**config.mk**
```make
export PLATFORM = sky130hd
export DESIGN_NAME = regfile_mp_sb
export DESIGN_NICKNAME = d
export VERILOG_FILES = /design/src/rtl/regfile_mp_sb.sv
export SDC_FILE = /design/constraint.sdc
export NUM_CORES = 1
export LEC_CHECK = 0
export CELL_PAD_IN_SITES_DETAIL_PLACEMENT = 1
export CELL_PAD_IN_SITES_GLOBAL_PLACEMENT = 1
export CORE_AREA = 2 2 167 292
export CTS_BUF_LIST = sky130_fd_sc_hd__clkbuf_4 sky130_fd_sc_hd__clkbuf_8
export DETAILED_ROUTE_END_ITERATION = 8
export DIE_AREA = 0 0 169 294
export PLACE_DENSITY_LB_ADDON = 0.1
export SETUP_SLACK_MARGIN = 0.3
export SLEW_MARGIN = 0
export SYNTH_ARGS = -nofsm -noshare
export SYNTH_HDL_FRONTEND = slang
export SYNTH_SLANG_ARGS = --single-unit
```
**constraint.sdc**
```tcl
create_clock -name clk_i -period 5.5 [get_ports clk_i]
set_input_delay 0.55 -clock clk_i [delete_from_list [all_inputs] [get_ports clk_i]]
set_output_delay 0.55 -clock clk_i [all_outputs]
set_load 0.005 [all_outputs]
```
**src/rtl/regfile_mp_sb.sv**
```systemverilog
// regfile_mp_sb: multi-port register file with write-through forwarding and busy scoreboard
// Ports:
//   clk_i, rst_ni            clock (rising edge), asynchronous active-low reset
//   wen0_i/waddr0_i/wdata0_i write port 0 (ALU writeback)
//   wen1_i/waddr1_i/wdata1_i write port 1 (load writeback, wins on address collision)
//   raddr_i / rdata_o        NRD packed read addresses / combinational read data
//   rbusy_o                  per read port: addressed register still pending
//   iss_en_i/iss_addr_i      decode issues an instruction writing iss_addr_i
//   iss_ok_o                 issue accepted (no WAW stall)
//   nbusy_o                  number of busy registers
module regfile_mp_sb #(
    parameter int                    DSIZE    = 16,
    parameter int                    ASIZE    = 4,
    parameter int                    NREG     = 16,
    parameter int                    NRD      = 2,
    parameter bit                    ZERO_R0  = 1'b0,
    parameter logic [NREG*DSIZE-1:0] INIT_VEC = '0
) (
    input  logic                   clk_i,
    input  logic                   rst_ni,
    input  logic                   wen0_i,
    input  logic [ASIZE-1:0]       waddr0_i,
    input  logic [DSIZE-1:0]       wdata0_i,
    input  logic                   wen1_i,
    input  logic [ASIZE-1:0]       waddr1_i,
    input  logic [DSIZE-1:0]       wdata1_i,
    input  logic [NRD*ASIZE-1:0]   raddr_i,
    output logic [NRD*DSIZE-1:0]   rdata_o,
    output logic [NRD-1:0]         rbusy_o,
    input  logic                   iss_en_i,
    input  logic [ASIZE-1:0]       iss_addr_i,
    output logic                   iss_ok_o,
    output logic [ASIZE:0]         nbusy_o
);
    localparam int NA = 2 ** ASIZE;
    logic [DSIZE-1:0] regs_q [NREG];
    logic [NREG-1:0]  busy_q, busy_d;
    logic [NA-1:0]    busy_x;
    logic [ASIZE:0]   nbusy_q, nbusy_d;
    logic             we0, we1, iss_set;
    // an address names a real, writable register (not out of range, not hardwired R0)
    function automatic logic valid(input logic [ASIZE-1:0] a);
        return ({1'b0, a} < (ASIZE+1)'(NREG)) && !(ZERO_R0 && a == '0);
    endfunction
    function automatic logic hit(input logic [ASIZE-1:0] a);
        return (wen0_i && waddr0_i == a) || (wen1_i && waddr1_i == a);
    endfunction
    // busy vector widened to the full address space so any address indexes it safely
    assign busy_x   = NA'(busy_q);
    assign we0      = wen0_i && valid(waddr0_i);
    assign we1      = wen1_i && valid(waddr1_i);
    assign iss_ok_o = !iss_en_i || !valid(iss_addr_i) || !busy_x[iss_addr_i] || hit(iss_addr_i);
    assign iss_set  = iss_en_i && iss_ok_o && valid(iss_addr_i);
    assign nbusy_o  = nbusy_q;
    // a same-edge issue to a register being written re-marks it busy
    always_comb begin
        busy_d  = busy_q;
        nbusy_d = '0;
        for (int i = 0; i < NREG; i++) begin
            busy_d[i] = (iss_set && iss_addr_i == ASIZE'(i)) ? 1'b1 : hit(ASIZE'(i)) ? 1'b0 : busy_q[i];
            nbusy_d   = nbusy_d + (ASIZE+1)'(busy_d[i]);
        end
    end
    always_ff @(posedge clk_i or negedge rst_ni) begin
        if (!rst_ni) begin
            for (int i = 0; i < NREG; i++)
                regs_q[i] <= (ZERO_R0 && i == 0) ? '0 : INIT_VEC[i*DSIZE +: DSIZE];
            busy_q  <= '0;
            nbusy_q <= '0;
        end else begin
            for (int i = 0; i < NREG; i++) begin
                if (we1 && waddr1_i == ASIZE'(i))
                    regs_q[i] <= wdata1_i;
                else if (we0 && waddr0_i == ASIZE'(i))
                    regs_q[i] <= wdata0_i;
            end
            busy_q  <= busy_d;
            nbusy_q <= nbusy_d;
        end
    end
    for (genvar p = 0; p < NRD; p++) begin : g_rd
        logic [ASIZE-1:0] ra;
        assign ra = raddr_i[p*ASIZE +: ASIZE];
        // write-through: a register written this cycle reads its new value and is no longer pending
        assign rdata_o[p*DSIZE +: DSIZE] = !valid(ra) ? '0 :
                                           (wen1_i && waddr1_i == ra) ? wdata1_i :
                                           (wen0_i && waddr0_i == ra) ? wdata0_i : regs_q[ra];
        assign rbusy_o[p] = busy_x[ra] && !hit(ra);
    end
endmodule

```
# After elaboration in Yosys (flattened, before gate mapping)
# Cells that the tools add are included.
# op_classes
reduce_logical	101
n_bitwise	2
add_sub_neg	15
eq_ne	51
order_cmp	5
mux	80
# ops
cell	count
$mux 16	40
$bmux 16 s4	2
$eq 4x4->1 const B	24
$logic_and 1x1->1	57
$add 5x1->5	11
$eq 4x3->1 const B	12
$mux 1	35
$reduce_bool 2->1	16
$eq 4x2->1 const B	6
$eq 4x4->1	6
$logic_or 1x1->1	21
$lt 4x5->1 const B	3
$bmux 1 s4	3
$eq 4x1->1 const B	3
$logic_not 4->1	3
$ge 5x5->1 const B	2
$not 4->5	2
$add 4x1->5	1
$add 3x1->4	1
$logic_not 1->1	4
$add 2x1->3	1
$add 1x1->2	1
# word_totals
output_inout_bits	40
regBits	277

# Longest topological paths before layout
# logic_depth
word_depth	23
mapped_depth	20
ltp_nobuf	17

# Least setup slack after synthesis
# Ideal clock, no wire load.
# synth_path
kind	input to register
startpoint	input port iss_addr_i[1]
endpoint	register nbusy_q[4], in the netlist nbusy_o[4]
setup_ns	0.064
slack_ns	0.476
arrival_time_ns	4.960
cell_stages	18
required_ns	5.436
cell_sequence	clkbuf_1 buf_2 mux4_2 mux2_4 a311oi_4 a2bb2oi_1 fa_1 inv_1 fa_1 fa_1 inv_1 fa_1 inv_1 ha_1 inv_1 fa_1 nor2b_1 o21a_1
# synth_via
elab_chain_len	23
word_cells_on_any_way	74
cone_classes	15 x add/sub; 17 x eq/ne; 18 x mux; 24 x reduce/logical
# synth_lines
item	line_no	text
from (decl)	31	input logic [ASIZE-1:0] iss_addr_i,
$bmux 1 s4	52	assign iss_ok_o = !iss_en_i || !valid(iss_addr_i) || !busy_x[iss_addr_i] || hit(iss_addr_i);
$mux 1 (not written as such)	52	
$logic_not 1->1	52	
$logic_or 1x1->1 (2 in series)	52	
$logic_and 1x1->1	53	assign iss_set = iss_en_i && iss_ok_o && valid(iss_addr_i);
$logic_and 1x1->1	60	busy_d[i] = (iss_set && iss_addr_i == ASIZE'(i)) ? 1'b1 : hit(ASIZE'(i)) ? 1'b0 : busy_q[i];
$mux 1	60	
$add 1x1->2	61	nbusy_d = nbusy_d + (ASIZE+1)'(busy_d[i]);
$add 2x1->3	61	
$add 3x1->4	61	
$add 4x1->5	61	
$add 5x1->5 (10 in series)	61	
$add 5x1->5 *	61	
named net nbusy_d[4]	39	logic [ASIZE:0] nbusy_q, nbusy_d;
to (signal assigned)	78	nbusy_q <= nbusy_d;
to (decl)	39	
# Mark *: on every way through the listed nets, which the timed path passes. The rest lies on a longest branch. The select of a mux whose other input is x is not followed.
# A chain may end at the register's enable or synchronous reset.

# Worst setup path after layout
# layout_path
startpoint	register busy_q[11]
endpoint	register nbusy_q[4], in the netlist nbusy_o[4]
# layout_via
elab_chain_len	23
word_cells_on_any_way	54
cone_classes	15 x add/sub; 19 x mux; 20 x reduce/logical
# layout_lines
item	line_no	text
from (decl)	37	logic [NREG-1:0] busy_q, busy_d;
from (signal assigned)	77	busy_q <= busy_d;
$bmux 1 s4	52	
$mux 1 (not written as such)	52	
$logic_not 1->1	52	
$logic_or 1x1->1 (2 in series)	52	
$logic_and 1x1->1	53	
$logic_and 1x1->1	60	
$mux 1	60	
$add 1x1->2	61	
$add 2x1->3	61	
$add 3x1->4	61	
$add 4x1->5	61	
$add 5x1->5 (10 in series)	61	
$add 5x1->5 *	61	
named net nbusy_d[4]	39	
# Marked as above.

==> impl_metrics.json <==
{
  "p_int_mw": 5.09,
  "synth_warnings": 0,
  "clock_sinks": 277,
  "drive_above_1_share_pct": 20.0,
  "start_util_pct": 39.5,
  "grt_pass1_vias": 16800,
  "n_fill_cell": 5225,
  "fin_crit_sh_pct": 89.5,
  "rsz0062_at_grt": "no",
  "ys_seq_elements": 277,
  "vias_per_cell": 6.26,
  "path_clk_slew_ns": 0.06,
  "route.final.wire_length_mm": 76.3,
  "relSlewSlack_pct": 20.4,
  "netlist_instances": 1832,
  "grt.total_usage_pct": 31.0,
  "r2r_slack_ns": 0.58,
  "first_pass_iters": 5,
  "cts_made_buffers": 47,
  "worstRegToRegCells": 16,
  "synthesis.area_um2": 18800,
  "routedWlPerCell_um": 30.9,
  "p_leak_nw": 8.85,
  "crit_type": "reg -> reg",
  "fin_util_pct": 44.6,
  "finalNonFillerCells": 2469,
  "area_delta_synth_final_pct": 12.9,
  "peakVddDrop_mv": 0.557,
  "ys_types": 50,
  "max_freq_mhz": 203,
  "grt_max_degree": 151,
  "finalMaxSlewViolations": 0,
  "finalWeightedCongestion": 0.932,
  "io_pins": 97,
  "synth_edf_count": 0,
  "grt_pass1_wl_mm": 112,
  "async_reset_ff_share_pct": 100,
  "syn_nets": 1904,
  "die_w_um": 169,
  "worstReg2RegStart": "busy_q[11]$_DFF_PN0_",
  "seq_power_share_pct": 39.0,
  "fp.dieH_um": 294,
  "min_path_type": "in -> async",
  "worstMarginPinSlew_ns": 1.19,
  "port_buffers": 96,
  "clk_latency_ns": 0.60,
  "switching_share_pct": 34.4,
  "critical_path_arrival_ns": 5.47,
  "cts_setup_buffers": 0,
  "synth_area_per_cell_um2": 10.2,
  "placedCellCount": 2387,
  "antenna_found_initial": 3,
  "yosys-top-cells-area": "dfrtp_1 37%, mux2i_1 17%, mux4_2 13%",
  "grt-ovfl-total": 0,
  "dr.first_iter.drc_count": 1134,
  "skew_ns": 0.00820,
  "rows": 106,
  "power.density_nw_per_um2": 366,
  "seq_area_frac_synth_pct": 37.0,
  "cp-start-kind": "register",
  "period_needed_ns": 4.92,
  "reg2reg_to": "nbusy_o[4]$_DFF_PN0_",
  "finalSetupTns_ns": 0,
  "cts_tree": "built",
  "cts.path.max_buffers": 3,
  "synth_top_cell_area_share_pct": 37.0,
  "hpwl_mm": 47.5,
  "pwr-share-comb_pct": 35.6,
  "cp.required_ns": 6.04,
  "hold_violations": 0,
  "core_um2": 47500,
  "htree_levels": 2,
  "max-cap-violations": 0,
  "ys.flop_type": "dfrtp_1",
  "synth_largest_area_cell": "dfrtp_1",
  "ant_nets": 0,
  "cp_max_fo": 4,
  "cts_root_buffer": "clkbuf_8",
  "final_net_count": 1915,
  "drcViolationCount": 0,
  "dieArea_um2": 49700,
  "p_switching_mw": 2.67,
  "synth_common_cells": "321 x mux2i_1, 277 x dfrtp_1, 166 x nor2_1",
  "status": "finished, final reports clean",
  "clock_power_share_pct": 25.4,
  "yosysMostFrequentCell": "mux2i_1",
  "num_vias": 15500,
  "end_kind": "register",
  "finalSetupViolCount": 0
}
==> power groups by stage <==
stage	Combinational (mW)	Sequential (mW)	Clock, mW
after CTS	2.79	3.01	2.00
after detailed placement	2.77	3.04	0
after floorplan	1.91	2.88	0
final	2.76	3.03	1.97
after global placement	2.70	3.00	0
after global routing	3.04	3.09	2.08
==> repair_timing <==
item | CTS | global route
endpoints found under the hold margin | 73 | 0
hold buffers | 1 | 0
gates resized for setup | 0 | 1
setup endpoints to repair | 0 | 1
==> registers in the layout, indices dropped and copies added (netlist names) <==
register  count
nbusy_o       5
regs_q      256
busy_q       16
==> placed cells by master (no fill, tap or decap), types with 3 or more instances in the layout <==
master	count
clkdlybuf4s50_1	86
buf_12	3
nand3_1	7
a221oi_1	32
and3_1	6
ha_1	5
mux2_2	32
nand3b_1	9
nor2b_1	6
nor2_2	3
clkbuf_8	58
fa_1	10
dfrtp_1	277
o211ai_1	3
nor2_4	6
nand4_1	34
o221a_2	32
inv_1	16
xnor2_1	8
o21ai_1	121
nor2b_2	3
o21a_1	5
nand2b_1	11
nor3_1	7
nand2_1	149
xor2_1	18
nand3_2	6
and2_1	8
o2bb2ai_1	3
a21oi_1	161
buf_4	89
clkinv_2	5
mux2i_1	321
mux4_2	110
clkbuf_4	16
nor2_1	166
o21ai_0	15
buf_2	4
==> per-stage QoR <==
step                      worst slack [ns]  power, mW  area (µm²)  hold slack (ns)
after floorplan                      0.476       4.79       18800            0.254
after global placement             -0.0819       5.70       20200            0.546
after detailed placement            -0.152       5.81       20200            0.560
after CTS                            0.442       7.81       21200            0.523
after global routing                 0.338       8.21       21200            0.538
final                                0.577       7.75       21200            0.504
==> worst max-delay path, cell delays in order, from the launching register on <==
cell       delay (ns)
dfrtp_1          0.47
mux4_2           0.50
mux2_4           0.29
a311oi_4         0.35
a2bb2oi_1        0.14
fa_1             0.60
inv_1            0.07
fa_1             0.45
fa_1             0.50
inv_1            0.05
fa_1             0.43
inv_1            0.07
ha_1             0.17
inv_1            0.07
fa_1             0.45
nor2b_1          0.13
o21a_1           0.11
==> cell families after synthesis <==
logic type | count (synthesis) | share of synthesized area, %
mux | 464 | 32.3
simple gates | 426 | 10.0
compound gates | 385 | 12.5
flops | 277 | 37.0
buf+inv | 239 | 5.57
xor+xnor | 26 | 1.21
fa+ha+maj | 15 | 1.40
==> final cells by class <==
class,instances,area [µm²],area share (%)
Antenna cell,2,5.00,0.0236
Inverter,16,60.1,0.284
Timing Repair Buffer,185,1650,7.77
Sequential cell,277,6930,32.7
Clock inverter,5,25.0,0.118
Multi-Input combinational cell,1316,10900,51.2
Clock buffer,74,918,4.34
Tap cell,594,743,3.51
==> worst max-delay path by stage <==
stage                                 endpoint  slack, ns            startpoint
final                     nbusy_o[4]$_DFF_PN0_       0.58  busy_q[11]$_DFF_PN0_
after global routing      nbusy_o[4]$_DFF_PN0_       0.34         iss_addr_i[1]
after CTS                 nbusy_o[4]$_DFF_PN0_       0.44         iss_addr_i[0]
after detailed placement  nbusy_o[4]$_DFF_PN0_      -0.15         iss_addr_i[0]
after global placement    nbusy_o[4]$_DFF_PN0_      -0.08         iss_addr_i[0]
after floorplan           nbusy_o[4]$_DFF_PN0_       0.48         iss_addr_i[1]
==> per-layer routing <==
metal,vias to the layer above,track usage (%),part of all wire (%)
met5,-,0,0
met2,537,53.5,50
met1,8034,37.0,39
li1,6692,-,-
met3,203,4.45,5.1
met4,0,17.2,6.2
Power figures use the tool's default switching activity.
